`src/rtl/vga_pkg.sv`:
```
// vga_pkg: shared constants, state enum and write-port payload for the VGA
// text console front end (vga_term). No ports.
package vga_pkg;

  localparam int unsigned DEF_COLS = 70;
  localparam int unsigned DEF_ROWS = 30;

  localparam int unsigned ROW_W   = 5;
  localparam int unsigned COL_W   = 7;
  localparam int unsigned ASCII_W = 8;
  localparam int unsigned COLOR_W = 3;

  localparam logic [ASCII_W-1:0] CH_BS    = 8'h08;
  localparam logic [ASCII_W-1:0] CH_LF    = 8'h0A;
  localparam logic [ASCII_W-1:0] CH_FF    = 8'h0C;
  localparam logic [ASCII_W-1:0] CH_CR    = 8'h0D;
  localparam logic [ASCII_W-1:0] CH_SPACE = 8'h20;
  localparam logic [ASCII_W-1:0] CH_TILDE = 8'h7E;

  localparam logic [COLOR_W-1:0] RST_FG = 3'd7;
  localparam logic [COLOR_W-1:0] RST_BG = 3'd0;

  typedef enum logic [1:0] {
    IDLE    = 2'd0,
    CLR_ROW = 2'd1,
    CLR_ALL = 2'd2
  } term_state_t;

  // One write into the character memory.
  typedef struct packed {
    logic [ROW_W-1:0]   row;
    logic [COL_W-1:0]   col;
    logic [ASCII_W-1:0] ascii;
    logic [COLOR_W-1:0] fg;
    logic [COLOR_W-1:0] bg;
  } cmem_wr_t;

endpackage

```
`src/rtl/vga_term.sv`:
```
// vga_term: character-stream terminal front end. Accepts one character per
// valid/ready handshake, tracks the cursor, handles BS/LF/FF/CR and drives the
// vga_cmem write port, sequencing blank writes for row and screen clears.
// Ports:
//   clk, rst                 clock, async active-high reset
//   in_valid/in_ready        character handshake
//   in_ascii/in_fg/in_bg     character code and its colours
//   we, wr_addr, wc_addr     registered write strobe and cell address
//   w_ascii, w_fg/bg_color   registered write data
//   cur_row, cur_col         cursor position for rendering
module vga_term
  import vga_pkg::*;
#(
  parameter int unsigned COLS = DEF_COLS,
  parameter int unsigned ROWS = DEF_ROWS
) (
  input  logic               clk,
  input  logic               rst,
  input  logic               in_valid,
  output logic               in_ready,
  input  logic [ASCII_W-1:0] in_ascii,
  input  logic [COLOR_W-1:0] in_fg,
  input  logic [COLOR_W-1:0] in_bg,
  output logic               we,
  output logic [ROW_W-1:0]   wr_addr,
  output logic [COL_W-1:0]   wc_addr,
  output logic [ASCII_W-1:0] w_ascii,
  output logic [COLOR_W-1:0] w_fg_color,
  output logic [COLOR_W-1:0] w_bg_color,
  output logic [ROW_W-1:0]   cur_row,
  output logic [COL_W-1:0]   cur_col
);

  // Counters are one bit wider than the addresses so they can reach COLS/ROWS
  // as the "done" value.
  localparam int unsigned CCNT_W = COL_W + 1;
  localparam int unsigned RCNT_W = ROW_W + 1;

  term_state_t        state_q, state_d;
  cmem_wr_t           wr_q, wr_d;
  logic               we_q, we_d;
  logic               ready_q, ready_d;
  logic [ROW_W-1:0]   cur_row_q, cur_row_d;
  logic [COL_W-1:0]   cur_col_q, cur_col_d;
  logic [CCNT_W-1:0]  ccnt_q, ccnt_d;
  logic [RCNT_W-1:0]  rcnt_q, rcnt_d;
  logic [COLOR_W-1:0] clr_fg_q, clr_fg_d;
  logic [COLOR_W-1:0] clr_bg_q, clr_bg_d;
  logic               xfer;
  logic               printable;
  logic [ROW_W-1:0]   row_adv;

  assign xfer      = in_valid && ready_q;
  assign printable = (in_ascii >= CH_SPACE) && (in_ascii <= CH_TILDE);
  assign row_adv   = (cur_row_q == ROW_W'(ROWS - 1)) ? '0 : cur_row_q + ROW_W'(1);

  // Next-state, cursor and write-port decode.
  always_comb begin
    state_d   = state_q;
    wr_d      = wr_q;
    we_d      = 1'b0;
    cur_row_d = cur_row_q;
    cur_col_d = cur_col_q;
    ccnt_d    = ccnt_q;
    rcnt_d    = rcnt_q;
    clr_fg_d  = clr_fg_q;
    clr_bg_d  = clr_bg_q;

    case (state_q)
      IDLE: begin
        if (xfer) begin
          if (printable) begin
            we_d = 1'b1;
            wr_d = '{row: cur_row_q, col: cur_col_q, ascii: in_ascii, fg: in_fg, bg: in_bg};
            if (cur_col_q == COL_W'(COLS - 1)) begin
              // Wrap: the character write goes out first, the clear follows.
              cur_col_d = '0;
              cur_row_d = row_adv;
              clr_fg_d  = in_fg;
              clr_bg_d  = in_bg;
              ccnt_d    = '0;
              state_d   = CLR_ROW;
            end else begin
              cur_col_d = cur_col_q + COL_W'(1);
            end
          end else begin
            case (in_ascii)
              CH_LF: begin
                // Column 0 of the new row is written right away.
                cur_col_d = '0;
                cur_row_d = row_adv;
                clr_fg_d  = in_fg;
                clr_bg_d  = in_bg;
                we_d      = 1'b1;
                wr_d      = '{row: row_adv, col: '0, ascii: CH_SPACE, fg: in_fg, bg: in_bg};
                ccnt_d    = CCNT_W'(1);
                state_d   = CLR_ROW;
              end
              CH_CR: cur_col_d = '0;
              CH_BS: begin
                if (cur_col_q != '0) begin
                  cur_col_d = cur_col_q - COL_W'(1);
                  we_d      = 1'b1;
                  wr_d      = '{row: cur_row_q, col: cur_col_q - COL_W'(1), ascii: CH_SPACE,
                                fg: in_fg, bg: in_bg};
                end
              end
              CH_FF: begin
                cur_row_d = '0;
                cur_col_d = '0;
                clr_fg_d  = in_fg;
                clr_bg_d  = in_bg;
                ccnt_d    = '0;
                rcnt_d    = '0;
                state_d   = CLR_ALL;
              end
              default: ;
            endcase
          end
        end
      end

      // Blank the cursor row; the extra cycle at ccnt==COLS lets the last
      // write be presented before in_ready rises.
      CLR_ROW: begin
        if (ccnt_q == CCNT_W'(COLS)) begin
          state_d = IDLE;
        end else begin
          we_d   = 1'b1;
          wr_d   = '{row: cur_row_q, col: COL_W'(ccnt_q), ascii: CH_SPACE,
                     fg: clr_fg_q, bg: clr_bg_q};
          ccnt_d = ccnt_q + CCNT_W'(1);
        end
      end

      // Row-major blank of the whole screen.
      CLR_ALL: begin
        if (rcnt_q == RCNT_W'(ROWS)) begin
          state_d = IDLE;
        end else begin
          we_d = 1'b1;
          wr_d = '{row: ROW_W'(rcnt_q), col: COL_W'(ccnt_q), ascii: CH_SPACE,
                   fg: clr_fg_q, bg: clr_bg_q};
          if (ccnt_q == CCNT_W'(COLS - 1)) begin
            ccnt_d = '0;
            rcnt_d = rcnt_q + RCNT_W'(1);
          end else begin
            ccnt_d = ccnt_q + CCNT_W'(1);
          end
        end
      end

      default: state_d = IDLE;
    endcase

    ready_d = (state_d == IDLE);
  end

  // State and output registers.
  always_ff @(posedge clk or posedge rst) begin
    if (rst) begin
      state_q   <= CLR_ALL;
      wr_q      <= '{row: '0, col: '0, ascii: CH_SPACE, fg: RST_FG, bg: RST_BG};
      we_q      <= 1'b0;
      ready_q   <= 1'b0;
      cur_row_q <= '0;
      cur_col_q <= '0;
      ccnt_q    <= '0;
      rcnt_q    <= '0;
      clr_fg_q  <= RST_FG;
      clr_bg_q  <= RST_BG;
    end else begin
      state_q   <= state_d;
      wr_q      <= wr_d;
      we_q      <= we_d;
      ready_q   <= ready_d;
      cur_row_q <= cur_row_d;
      cur_col_q <= cur_col_d;
      ccnt_q    <= ccnt_d;
      rcnt_q    <= rcnt_d;
      clr_fg_q  <= clr_fg_d;
      clr_bg_q  <= clr_bg_d;
    end
  end

  assign in_ready   = ready_q;
  assign we         = we_q;
  assign wr_addr    = wr_q.row;
  assign wc_addr    = wr_q.col;
  assign w_ascii    = wr_q.ascii;
  assign w_fg_color = wr_q.fg;
  assign w_bg_color = wr_q.bg;
  assign cur_row    = cur_row_q;
  assign cur_col    = cur_col_q;

endmodule
```
`config.mk`:
```
export PLATFORM = sky130hd
export DESIGN_NAME = vga_term
export DESIGN_NICKNAME = d
export VERILOG_FILES = /design/src/rtl/vga_pkg.sv /design/src/rtl/vga_term.sv
export SDC_FILE = /design/constraint.sdc
export NUM_CORES = 1
export LEC_CHECK = 0
export CORE_ASPECT_RATIO = 1.75
export CORE_MARGIN = 5
export CORE_UTILIZATION = 25
export CTS_CLUSTER_SIZE = 25
export DETAILED_ROUTE_END_ITERATION = 8
export PLACE_DENSITY = 0.42
export SYNTH_ARGS = -nofsm -noshare
export SYNTH_HDL_FRONTEND = slang
export SYNTH_SLANG_ARGS = --single-unit
```
`constraint.sdc`:
```
create_clock -name clk -period 3.4 [get_ports clk]
set_clock_uncertainty 0.1 [all_clocks]
set_input_delay 1.02 -clock clk [delete_from_list [all_inputs] [get_ports clk]]
set_output_delay 1.02 -clock clk [all_outputs]
set_load 0.05 [all_outputs]
```
==> reports/metrics.cfg <==
[hold_path]
hp-class = flop to flop
min_path_cells = 2

[power]
p_sw_share_pct = 44.65
power_density_mw_per_mm2 = 739.2
power.share.clock_pct = 23.9
seqPwrFrac_pct = 33.1
intPower_w = 0.002027
combPwrFrac_pct = 43.0
p_leak_nw = 2.038
power_switching_w = 0.001635
ir_drop_v = 0.0004578

[cells_and_area]
drive_gt1_share_pct = 13.29
nFillCells = 1518
final_common_cell = clkdlybuf4s50_1
antenna_cells = 0
finalNetCount = 530
fin_util_pct = 33.72
area_delta_synth_final_pct = 33.80
final_cell_mix = clkdlybuf4s50_1, dfrtp_1, nand2_1, nor2_1, buf_4

[route]
wl_mm = 11.65
first_pass_iters = 5
drt_iter0_drc = 141
route.detailed.drc = 0
avgRoutedWirePerCell_um = 16.96
drtAntennaViolNets = 0
vias = 3502
vias_per_cell = 5.098

[synth]
synth_top_area_share_pct = 36.50
syn_inst = 421
synth_area_per_cell_um2 = 8.794
yosys.area_share.xor_xnor_pct = 0.9463
synth_top_family_by_area = compound AO/OA/AOI/OAI gates
synthMuxAreaShare_pct = 2.433
synth-compound-area-share_pct = 23.42
synth_fa_ha_area_share_pct = 4.731
synthSimpleGateAreaFrac_pct = 22.27
ys_seq_area_share_pct = 42.18
syn_nets = 452
netlist.top_cell.by_area = dfrtp_1
ys_ff_latch = 62
synthTopCellsByArea = dfrtp_1, dfstp_2, nand2_1, ha_1, nor2_1
synthFlopType = dfrtp_1
ys_warn_count = 0
ys_types = 61
syn_area_mm2 = 0.003702
async_flop_share_pct = 100.0
synth-edff-count = 0

[worst_setup_path]
cp_top_family = simple AND/OR/NAND/NOR gates
cp.arrival_ps = 3320
worstSetupEndpointType = flop
required_ps = 3520
max_stage_delay_ps = 590
slowest_stage = or4b_4
rr_worst_depth = 8
critical_path_class = primary input to flop
cp_cell_sequence = clkdlybuf4s50_1, or4b_4, nor3_4, o32ai_1, a21o_1, or2_0, o31ai_1
worstSetupStartpointType = primary input
critPathMaxFanout = 6
cp_num_cells = 7
crit_buf_inv = 1

[floorplanning]
coreArea_mm2 = 0.01469
placementRows = 59
start_util_pct = 25.20
die_area_mm2 = 0.01744
fp.dieH_um = 171.0
dieWidth_um = 102.0
ios = 57

[clocking]
postCtsResizedCells = 0
ctsHtreeMaxLevel = 3
clkLatencyLatePin_ps = 330
postCtsSetupBuffers = 0
ctsHoldBuffers = 0
clock_tree.buffer_depth = 2
path_clk_slew_ps = 60
cts_made_buffers = 9
cts_tree = yes
cts_root_buf = clkbuf_16
cts.sinks = 62

[global_routing]
track_usage_pct = 14.17
grt_pass1_wl_mm = 19.33
grt_antenna_before_repair = 0
grt-ovfl-total = 0
grt_max_degree = 26
grt_pass1_vias = 3648

[place]
gp_congestion = 0.8497
hpwl_mm = 8.887
io_buffer_count = 56
place_ws_ps = -84.42

[sta]
finalSetupViolCount = 0
tightest_slew_ps = 560.3
rsz0062_at_grt = no
fin_crit_sh_pct = 94.25
layout_min_cycle_time_ps = 3204
slew_violations = 0
slew_headroom_pct = 62.25
timing.final.ws_setup_ps = 195.7
hold_violations = 0
max_freq_ghz = 0.3121

[flow_run]
maxCapViolCount = 0

[run_status]
outcome = completed

[stage by stage]
| step | instances | area (um^2) | hold slack (ps) | TNS, ps | power (W) |
|---|---|---|---|---|---|
| 2_1_floorplan | 421 | 3702 | 348.9 | 0 | 0.002233 |
| 3_3_place_gp | 671 | 4671 | 359.5 | -95.88 | 0.002807 |
| 3_5_place_dp | 671 | 4671 | 359.6 | -307.7 | 0.002815 |
| 4_1_cts | 687 | 4954 | 372.8 | 0 | 0.003714 |
| 5_1_grt | 687 | 4954 | 397.5 | 0 | 0.003889 |
| 6_report | 687 | 4954 | 370.4 | 0 | 0.003661 |
[power groups by stage]
stage               logic (W)  registers [W]  clock network [W]
finish                0.00158        0.00121           0.000875
global route          0.00171        0.00125           0.000928
CTS                   0.00159        0.00122           0.000901
detailed placement    0.00159        0.00123                  0
global placement      0.00158        0.00123                  0
floorplan            0.000583        0.00165                  0
[flip-flops by register name (all words and copies together), names as in the netlist, 5 cells and up]
register  cells
w_ascii       8
ccnt_q        8
cur_col       7
rcnt_q        6
wc_addr       7
cur_row       5
wr_addr       5
[final timing paths]
kind                                  start    endpoint  slack, ps
worst min-delay path             w_ascii[0]  w_ascii[0]        370
worst min register to register   w_ascii[0]  w_ascii[0]        370
min in group asynchronous               rst          we        960
max in group asynchronous               rst  cur_col[6]       1540
worst max register to register   cur_col[0]  wc_addr[2]        670
worst max-delay path            in_ascii[4]   ccnt_q[3]        200
[logic make-up (layout without fill, tap and decap cells)]
group | count (synthesis) | in the layout
buf+inv | 38 | 121
compound gates | 128 | 128
simple gates | 167 | 167
xor+xnor | 4 | 4
mux | 8 | 8
fa+ha+maj | 14 | 14
flops | 62 | 62
[area by class of cell]
class	instances	area, um^2	share of cell area (%)
clock inverter	7	57.56	1.162
clock buffer	9	225.2	4.547
sequential	62	1562	31.52
multi-input combinational	321	1996	40.29
inverter	15	56.30	1.137
timing repair buffer	90	828.3	16.72
tap	183	229.0	4.622
[Yosys cell counts (7+ instances only)]
cell,instances
a21oi_1,12
and3_1,7
dfstp_2,8
o31ai_1,16
o21ai_1,15
nand3_1,23
clkbuf_1,18
o22ai_1,8
inv_1,15
ha_1,14
nand2b_1,7
o21ai_0,24
nor3_1,12
a221oi_1,13
nor2_1,38
nand2_1,52
dfrtp_1,54
[worst register-to-register path, delay by kind of cell, from the launching register on]
family	cells	cell delay [ps]
and+or+nand+nor	2	650
DFF	1	510
adders and majority gates	1	250
AOI/OAI and AO/OA	3	740
buffers and inverters	2	340
[routing by layer]
metal / global-route usage, % / share of wire (%) / up-vias
met5: 0 / 0 / -
met2: 27.53 / 57 / 61
li1: - / - / 1707
met3: 2.448 / 2.7 / 11
met4: 4.455 / 1.3 / 0
met1: 15.03 / 39 / 1723
Note: power is estimated with default switching activity, not from simulation.
